<file path="src/rtl/stream_tag_arbiter_pkg.sv">
`default_nettype none
// ============================================================================
// Module   : stream_tag_arbiter_pkg
// Brief    : Shared multi-stream FIFO definitions: tag/word width derivation
//            and the field layout of a tagged FIFO word.
// Revision : 1.0 - initial release
// ============================================================================
package stream_tag_arbiter_pkg;

    // Supported number of streams sharing one FIFO.
    localparam int C_FLUX_MIN = 2;
    localparam int C_FLUX_MAX = 16;

    // Bits needed to carry a stream index; at least one bit.
    function automatic int tag_width_f(input int flux);
        return (flux <= 2) ? 1 : $clog2(flux);
    endfunction

    // Full tagged word: tag above payload.
    function automatic int word_width_f(input int data_width, input int flux);
        return data_width + tag_width_f(flux);
    endfunction

    // The tag field starts right above the payload.
    function automatic int tag_lsb_f(input int data_width);
        return data_width;
    endfunction

endpackage : stream_tag_arbiter_pkg
`default_nettype wire

</file>
<file path="src/rtl/rr_pick.sv">
`default_nettype none
// ============================================================================
// Module   : rr_pick
// Brief    : Combinational round-robin picker. Searches upward from ptr,
//            modulo N, and returns the first set request as one-hot grant
//            plus binary index.
// Revision : 1.0 - initial release
// ============================================================================
module rr_pick #(
    parameter int N         = 2,
    parameter int IDX_WIDTH = 1
) (
    input  logic [N-1:0]         req,
    input  logic [IDX_WIDTH-1:0] ptr,
    output logic [N-1:0]         grant,
    output logic [IDX_WIDTH-1:0] grant_idx,
    output logic                 grant_any
);

    // One spare bit so ptr + offset cannot overflow before the modulo fold.
    logic [IDX_WIDTH:0] w_sum;

    // Walk the N candidates starting at ptr; the first requester wins.
    always_comb begin
        grant     = '0;
        grant_idx = '0;
        grant_any = 1'b0;
        w_sum     = '0;
        for (int i = 0; i < N; i++) begin
            w_sum = {1'b0, ptr} + (IDX_WIDTH+1)'(i);
            if (w_sum >= (IDX_WIDTH+1)'(N)) begin
                w_sum = w_sum - (IDX_WIDTH+1)'(N);
            end
            if (!grant_any && req[w_sum[IDX_WIDTH-1:0]]) begin
                grant[w_sum[IDX_WIDTH-1:0]] = 1'b1;
                grant_idx                   = w_sum[IDX_WIDTH-1:0];
                grant_any                   = 1'b1;
            end
        end
    end

endmodule : rr_pick
`default_nettype wire

</file>
<file path="src/rtl/stream_tag_arbiter.sv">
`default_nettype none
// ============================================================================
// Module   : stream_tag_arbiter
// Brief    : Round-robin arbiter merging FLUX valid/ready streams into one
//            tagged write port of a multi-stream FIFO, with per-stream
//            accepted-word counters.
// Revision : 1.0 - initial release
// ============================================================================
module stream_tag_arbiter
    import stream_tag_arbiter_pkg::*;
#(
    parameter int  DATA_WIDTH = 8,
    parameter int  FLUX       = 2,
    parameter int  CNT_WIDTH  = 16,
    localparam int TAG_WIDTH  = tag_width_f(FLUX),
    localparam int WIDTH      = word_width_f(DATA_WIDTH, FLUX)
) (
    input  logic                       clk,
    input  logic                       rst,
    input  logic [FLUX-1:0]            in_valid,
    input  logic [FLUX*DATA_WIDTH-1:0] in_data,
    output logic [FLUX-1:0]            in_ready,
    input  logic [FLUX-1:0]            fifo_full,
    output logic                       fifo_write,
    output logic [WIDTH-1:0]           fifo_din,
    output logic [FLUX*CNT_WIDTH-1:0]  xfer_cnt
);

    localparam int C_TAG_LSB = tag_lsb_f(DATA_WIDTH);

    logic                  r_fifo_write;
    logic [WIDTH-1:0]      r_fifo_din;
    logic [TAG_WIDTH-1:0]  r_ptr;

    logic [FLUX-1:0]       w_elig;
    logic [FLUX-1:0]       w_grant;
    logic [TAG_WIDTH-1:0]  w_grant_idx;
    logic                  w_grant_any;
    logic                  w_xfer;
    logic [TAG_WIDTH-1:0]  w_last_tag;
    logic [TAG_WIDTH-1:0]  w_ptr_next;
    logic [DATA_WIDTH-1:0] w_payload;

    assign w_last_tag = r_fifo_din[C_TAG_LSB +: TAG_WIDTH];

    // The full flag lags a write by one cycle, so the stream whose word is
    // being written right now must be treated as full this cycle.
    generate
        for (genvar f = 0; f < FLUX; f++) begin : g_elig
            assign w_elig[f] = in_valid[f] & ~fifo_full[f] &
                               ~(r_fifo_write & (w_last_tag == TAG_WIDTH'(f)));
        end
    endgenerate

    rr_pick #(
        .N         (FLUX),
        .IDX_WIDTH (TAG_WIDTH)
    ) u_rr_pick (
        .req       (w_elig),
        .ptr       (r_ptr),
        .grant     (w_grant),
        .grant_idx (w_grant_idx),
        .grant_any (w_grant_any)
    );

    assign in_ready = rst ? '0 : w_grant;
    // Grants only go to valid streams, so any grant outside reset is a handshake.
    assign w_xfer   = w_grant_any & ~rst;

    assign w_ptr_next = (w_grant_idx == TAG_WIDTH'(FLUX-1)) ? '0
                                                            : w_grant_idx + 1'b1;

    // Mux the granted stream's payload (one-hot select, no dynamic slicing).
    always_comb begin
        w_payload = '0;
        for (int f = 0; f < FLUX; f++) begin
            if (w_grant[f]) begin
                w_payload = in_data[f*DATA_WIDTH +: DATA_WIDTH];
            end
        end
    end

    // Output register: strobe every handshake, keep the last word otherwise.
    always_ff @(posedge clk) begin
        if (rst) begin
            r_fifo_write <= 1'b0;
            r_fifo_din   <= '0;
        end else begin
            r_fifo_write <= w_xfer;
            if (w_xfer) begin
                r_fifo_din <= {w_grant_idx, w_payload};
            end
        end
    end

    // Round-robin pointer moves just past the stream that was served.
    always_ff @(posedge clk) begin
        if (rst) begin
            r_ptr <= '0;
        end else if (w_xfer) begin
            r_ptr <= w_ptr_next;
        end
    end

    generate
        for (genvar f = 0; f < FLUX; f++) begin : g_cnt
            logic [CNT_WIDTH-1:0] r_cnt;

            // Per-stream accepted-word counter, wraps naturally.
            always_ff @(posedge clk) begin
                if (rst) begin
                    r_cnt <= '0;
                end else if (w_xfer && w_grant[f]) begin
                    r_cnt <= r_cnt + 1'b1;
                end
            end

            assign xfer_cnt[f*CNT_WIDTH +: CNT_WIDTH] = r_cnt;
        end
    endgenerate

    // A registered word still pending when reset hits never reaches the FIFO.
    assign fifo_write = r_fifo_write & ~rst;
    assign fifo_din   = r_fifo_din;

endmodule : stream_tag_arbiter
`default_nettype wire

</file>
<file path="config.mk">
export PLATFORM = sky130hd
export DESIGN_NAME = stream_tag_arbiter
export DESIGN_NICKNAME = d
export VERILOG_FILES = /design/src/rtl/stream_tag_arbiter_pkg.sv /design/src/rtl/rr_pick.sv /design/src/rtl/stream_tag_arbiter.sv
export SDC_FILE = /design/constraint.sdc
export NUM_CORES = 1
export LEC_CHECK = 0
export CORE_MARGIN = 8
export CORE_UTILIZATION = 46
export CTS_CLUSTER_DIAMETER = 100
export CTS_CLUSTER_SIZE = 8
export DETAILED_ROUTE_END_ITERATION = 7
export GPL_TIMING_DRIVEN = 0
export PLACE_DENSITY = 0.77
export SYNTH_ARGS = -nofsm -noshare
export SYNTH_HDL_FRONTEND = slang
export SYNTH_SLANG_ARGS = --single-unit
</file>
<file path="constraint.sdc">
create_clock -name clk -period 2.4 [get_ports clk]
set_clock_uncertainty 0.2 [all_clocks]
set_input_delay 0.48 -clock clk [delete_from_list [all_inputs] [get_ports clk]]
set_output_delay 0.48 -clock clk [all_outputs]
set_load 0.02 [all_outputs]
</file>
Yosys cells after proc, flatten, opt, wreduce, memory -nomap -nowiden
Index checks and enable logic that the tools add are counted.
{"block": "op_classes", "n_mux": 20, "magnitude_cmp": 6, "n_addsub": 6, "n_reduce_logical": 6, "bitwise": 15}
{"op": "$add A16 B1 Y16 const B", "count": 2}
{"op": "$mux W8", "count": 2}
{"op": "$mux W1", "count": 13}
{"op": "$and A1 B1 Y1", "count": 8}
{"op": "$mux W2", "count": 3}
{"op": "$not A1 Y1", "count": 6}
{"op": "$logic_and A1 B1 Y1", "count": 5}
{"op": "$lt A1 B2 Y1 const B", "count": 2}
{"op": "$add A1 B1 Y2 const B", "count": 1}
{"op": "$demux W1 S1", "count": 2}
{"op": "$ge A1 B1 Y1 const B", "count": 2}
{"op": "$ge A1 B2 Y1 const B", "count": 1}
{"op": "$ge A2 B2 Y1 const B", "count": 1}
{"op": "$or A2 B2 Y2", "count": 1}
{"op": "$sub A1 B1 Y1 const B", "count": 2}
{"op": "$add A1 B1 Y1 const B", "count": 1}
{"op": "$logic_not A1 Y1", "count": 1}
{"block": "word_totals", "reg_bits": 43, "out_inout_bits": 44}

Longest topological paths before layout
{"block": "logic_depth", "word_depth": 12, "mapped_depth": 6, "depth_no_buf": 4}

Hierarchy
Synthesis repeated with hierarchy kept, for this count alone.
{"block": "unflattened", "cells_unflattened": 233, "hier_area_um2": 1975.6}
{"mod": "stream_tag_arbiter", "seq_area_each_um2": 860.8, "cells_per_inst": 228, "area_per_inst_um2": 1943.1, "instances": 1}
{"mod": "rr_pick", "seq_area_each_um2": 0.0, "cells_per_inst": 5, "area_per_inst_um2": 32.5, "instances": 1}

Worst setup path after synthesis
OpenSTA, ideal clock, no wires.
{"block": "synth_path", "path_type": "input -> output", "from": "in fifo_full[0]", "to": "out in_ready[0]", "arrival_time_ns": 1.449, "setup_slack_ns": 0.271, "stages": 5, "path_buffers": 2, "cell_sequence": "and2b_2 -> nand3_2 -> buf_6 -> clkbuf_1 -> nor2_1"}
{"block": "synth_via", "elab_chain_cells": 10, "elab_cells_between_ends": 14, "cone_classes": "mux (8); bitwise (4); reduce/logical (2)"}
{"element": "start: declaration", "line_no": "stream_tag_arbiter.sv:23", "text": "input logic [FLUX-1:0] fifo_full,"}
{"element": "$not A1 Y1 *", "line_no": "stream_tag_arbiter.sv:50", "text": "assign w_elig[f] = in_valid[f] & ~fifo_full[f] &"}
{"element": "$and A1 B1 Y1 * (2 in series)", "line_no": "stream_tag_arbiter.sv:50"}
{"element": "$mux W1 (not written as such) (2 in series)", "line_no": "rr_pick.sv:34", "text": "if (!grant_any && req[w_sum[IDX_WIDTH-1:0]]) begin"}
{"element": "$mux W1", "line_no": "rr_pick.sv:34"}
{"element": "$logic_not A1 Y1", "line_no": "rr_pick.sv:34"}
{"element": "$logic_and A1 B1 Y1", "line_no": "rr_pick.sv:34"}
{"element": "$mux W2 *", "line_no": "rr_pick.sv:34"}
{"element": "$mux W2 *", "line_no": "stream_tag_arbiter.sv:66", "text": "assign in_ready = rst ? '0 : w_grant;"}
{"element": "end: declaration", "line_no": "stream_tag_arbiter.sv:22", "text": "output logic [FLUX-1:0] in_ready,"}
Mark *: on every way between the ends. The rest lies on a longest branch, timed or not. The select of a mux whose other input is x is not followed.

Worst setup path in the final report
{"block": "layout_path", "from": "in fifo_full[1]", "to": "reg g_cnt[1].r_cnt[12]"}
{"block": "layout_via", "elab_chain_cells": 11, "elab_cells_between_ends": 16, "cone_classes": "mux (8); bitwise (5); reduce/logical (3)"}
{"element": "$not A1 Y1 *", "line_no": "stream_tag_arbiter.sv:50"}
{"element": "$and A1 B1 Y1 * (2 in series)", "line_no": "stream_tag_arbiter.sv:50"}
{"element": "$mux W1 (not written as such) (2 in series)", "line_no": "rr_pick.sv:34"}
{"element": "$mux W1", "line_no": "rr_pick.sv:34"}
{"element": "$logic_not A1 Y1", "line_no": "rr_pick.sv:34"}
{"element": "$logic_and A1 B1 Y1", "line_no": "rr_pick.sv:34"}
{"element": "$mux W1", "line_no": "rr_pick.sv:34"}
{"element": "$and A1 B1 Y1", "line_no": "stream_tag_arbiter.sv:68", "text": "assign w_xfer = w_grant_any & ~rst;"}
{"element": "$logic_and A1 B1 Y1 *", "line_no": "stream_tag_arbiter.sv:113", "text": "end else if (w_xfer && w_grant[f]) begin"}
{"element": "end signal: assignment", "line_no": "stream_tag_arbiter.sv:114", "text": "r_cnt <= r_cnt + 1'b1;"}
{"element": "end: declaration", "line_no": "stream_tag_arbiter.sv:107", "text": "logic [CNT_WIDTH-1:0] r_cnt;"}
Marked as above.
A chain may end at the register's enable or synchronous reset.

==> impl_results.md <==
- Hpwl dp: 4250 um
- Number of max-slew violations in the final report: 0
- Total buffers and inverters traversed by the critical path: 4
- Worst path cell trace: clkdlybuf4s50_1 -> and2b_2 -> nand3_4 -> buf_6 -> buf_4 -> buf_4 -> or4_4 -> a21oi_2
- Max-capacitance violation count: 0
- Worst slack at placement: -0.749 ns
- Syn_area_per_cell: 9.16 sq um
- Met2 capacity usage during global routing: 25.8%
- FF-to-FF path depth: 7
- TritonCTS clock tree: done
- Floorplan die width: 83.8 um
- Cell count after synthesis: 231
- Num rows: 24
- Flip-flop and latch count after synthesis: 43
- Total track usage: 16.0%
- Leak Pwr: 0.00102 uW
- Post-Route WL: 5840 um
- Library cell used as clock root buffer: clkbuf_8
- H-tree levels: 2
- Chip height: 83.8 um
- Number of enable-type register cells in the synthesized netlist: 0
- Maximum vdd ir drop: 277 uV
- Number of clock buffers inserted by TritonCTS: 5
- Worst hold start: g_cnt[1].r_cnt[15]
- Fillcell total: 381
- Most repeated library cell on the critical path: buf_4
- Crit path max-delay cell type: or4_4
- Wire length of the first global-routing pass: 9600 um
- Period Utilization, post-route: 99.3%
- Number of global-route vias before repair: 1949
- Routing usage on met1: 19.2%
- Number of detailed-route iterations in the first pass: 4
- Transition time at the pin with the least slew margin: 0.553 ns
- Data required time of the worst path: 2.42 ns
- Outcome: complete, no violations
- Count of hold-fix buffers inserted at cts: 0
- Crit Path Max Fanout: 10
- Number of violations reported at the end of detailed-routing iteration 0: 129
- Cell taking the most area after synthesis: dfxtp_1
- Ratio of cells with drive above 1 in the final layout: 13.1%
- GR met3 Demand/Resource: 6.74%
- Total via count after detailed routing: 2087
- Reg-to-reg slack, setup: 0.25 ns
- Global routing's busiest layer: met2
- Element type at the critical path end: flop
- Final net count: 331
- Total clock sinks: 43
- Drt drc: 0
- Path category of the worst min-delay check: flop to flop
- Slowest stage delay, CP: 0.52 ns
- Total power divided by cell area: 469 nW/um^2
- Unrepaired setup endpoints after global routing: no
- Net Count, Synth: 255
- Async SR Flop Fraction: 0%
- Count of antenna-violating nets left after detailed routing: 0
- CTS clock-pin slew for the worst setup and hold paths: 0.08 ns
- Data arrival time at the worst-slack endpoint: 2.41 ns
- Global route total overflow: 0
- Minimum clock period: 2.38 ns
- Longest Clk Path Bufs: 2
- Max-slew headroom at the worst pin: 63.1%
- Synth-to-layout area growth: 39.8%
- Part of the Yosys area used for sequential elements: 40.7%
- Dominant delay contributor by cell family on the critical path: buffers and inverters
- Top cells by area, synth: dfxtp_1 41%, a21oi_1 5.9%, o31ai_1 5.0%, or4_1 5.0%, a22oi_1 2.8%
- Startpoint type of the worst setup path: input port
- Endpoint of the lowest-slack register-to-register path: g_cnt[1].r_cnt[13]
- Cell area after technology mapping: 2120 sq um
- R2r startpoint: r_ptr
- Maximum clock frequency: 420 MHz
- I/O pin total: 66
- Final setup violation count: 0
- Initial core utilization: 48.3%
- Worst Hold Path EP: g_cnt[1].r_cnt[15]
- Share of the synthesized area in the top cell type: 40.7%
- Number of unique standard cell types used by synthesis: 41
- Hold path cells: 1
- Count of warnings emitted by yosys: 0
- Setup Total Neg Slack: 0 ns
- Clock latency on the worst-skew pair: 0.29 ns
- Largest net degree at the start of global routing: 20
- Final hold violations: 0
- Gpl congestion: 0.789
- Total core area: 4380 sq um
- Detailed-route vias per instance: 5.83
- CP Class: input port to flop
- Most common flop cell mapped by yosys: dfxtp_1
- Die ar.: 7030 sq um
- Diode count: 0
- Buffers added on ports: 64
- Detail-routed net length per standard cell: 16.3 um
- Antenna violations before repair: 0
- Worst-case setup margin in the final layout: 0.0169 ns
[how the worst max path moves through the flow]
stage / from / end / slack [ns] / cells past startpoint
after floorplan: fifo_full[0] / in_ready[0] / 0.27 / 5
after global placement: fifo_full[0] / in_ready[0] / -0.75 / 7
after detailed placement: fifo_full[0] / in_ready[0] / -0.75 / 7
after CTS: fifo_full[1] / in_ready[0] / -0.007 / 6
after global routing: fifo_full[1] / in_ready[0] / 0.003 / 6
final: fifo_full[1] / g_cnt[1].r_cnt[12] / 0.02 / 8
[cell families (layout without fill, tap and decap cells)]
logic type,count (synthesis),count (layout),share of synthesized area [%]
simple gates,93,93,27.6
compound gates,64,64,19.8
flops,43,43,40.7
buf+inv,17,92,4.55
mux,8,8,4.55
xor+xnor,4,4,1.66
fa+ha+maj,2,2,1.18
[flip-flops by register name, indices dropped and copies added (netlist names)]
register      flops
fifo_din          9
g_cnt.r_cnt      32
r_fifo_write      1
r_ptr             1
[cell usage in the layout (no fill, tap or decap), types with 3 or more instances in the layout]
master,count
clkdlybuf4s50_1,59
dfxtp_1,43
a21oi_1,24
nor2_1,16
o31ai_1,14
or4_1,13
nand2_1,12
nand3_1,10
buf_4,10
nor2b_1,8
a22oi_1,8
nand4_1,7
inv_1,5
o21ai_0,5
clkbuf_8,5
and4_1,4
clkbuf_1,4
xnor2_1,4
o2bb2ai_1,4
nor4_1,3
nor3_1,3
mux2_2,3
[area by class of cell]
cell class,instances,area [sq um],area share [%]
buffer,9,63.8,2.16
timing repair buffer,72,696,23.5
tap,52,65.1,2.20
clock buffer,6,72.6,2.45
sequential,43,861,29.1
multi-input combinational,171,1180,39.9
inverter,5,18.8,0.635
[metrics by stage]
step / instances / hold slack, ns / instance area, sq um / total power (uW) / util [%]
after floorplan: 231 / 0.294 / 2120 / 870 / -
after global placement: 347 / 0.247 / 2820 / 965 / 64.4
after detailed placement: 347 / 0.254 / 2820 / 968 / 64.4
after CTS: 354 / 0.273 / 2910 / 1390 / 66.4
after global routing: 358 / 0.290 / 2960 / 1450 / 67.5
final: 358 / 0.274 / 2960 / 1390 / 67.5
[cells in the mapped netlist, types with 2 or more instances]
cell	instances
dfxtp_1	43
a21oi_1	25
nor2_1	16
o31ai_1	14
or4_1	14
nand2_1	12
nand3_1	10
a22oi_1	8
nor2b_1	8
nand4_1	7
clkbuf_1	6
inv_1	5
o21ai_0	5
and4_1	4
buf_6	4
o2bb2ai_1	4
xnor2_1	4
mux2_2	3
nand3_2	3
nor3_1	3
nor4_1	3
and2b_2	2
and3_1	2
buf_2	2
ha_1	2
mux2_1	2
mux2_4	2
nand2b_1	2
o21ba_2	2
o31a_1	2
or3_1	2
[worst reg2reg max path, delay by kind of cell (launching register included)]
family / cells / cell delay [ns]
flops: 1 / 0.35
buf+inv: 3 / 0.46
simple gates: 3 / 0.73
mux: 1 / 0.29
[routing by layer]
layer	vias to the layer above	wire, um
met5	-	0
met4	0	40
met3	6	432
met2	59	2770
met1	989	2600
li1	1033	-
[where the power goes]
part	switching, uW	internal [uW]
logic	107	106
registers	17.5	731
clock network	231	194
[what timing repair did]
item | in CTS | in global routing
pin swaps | 2 | 0
gates resized for setup | 15 | 4
buffers inserted | 4 | 4
setup endpoints to repair | 3 | 9
(Power assumes the default switching activity.)
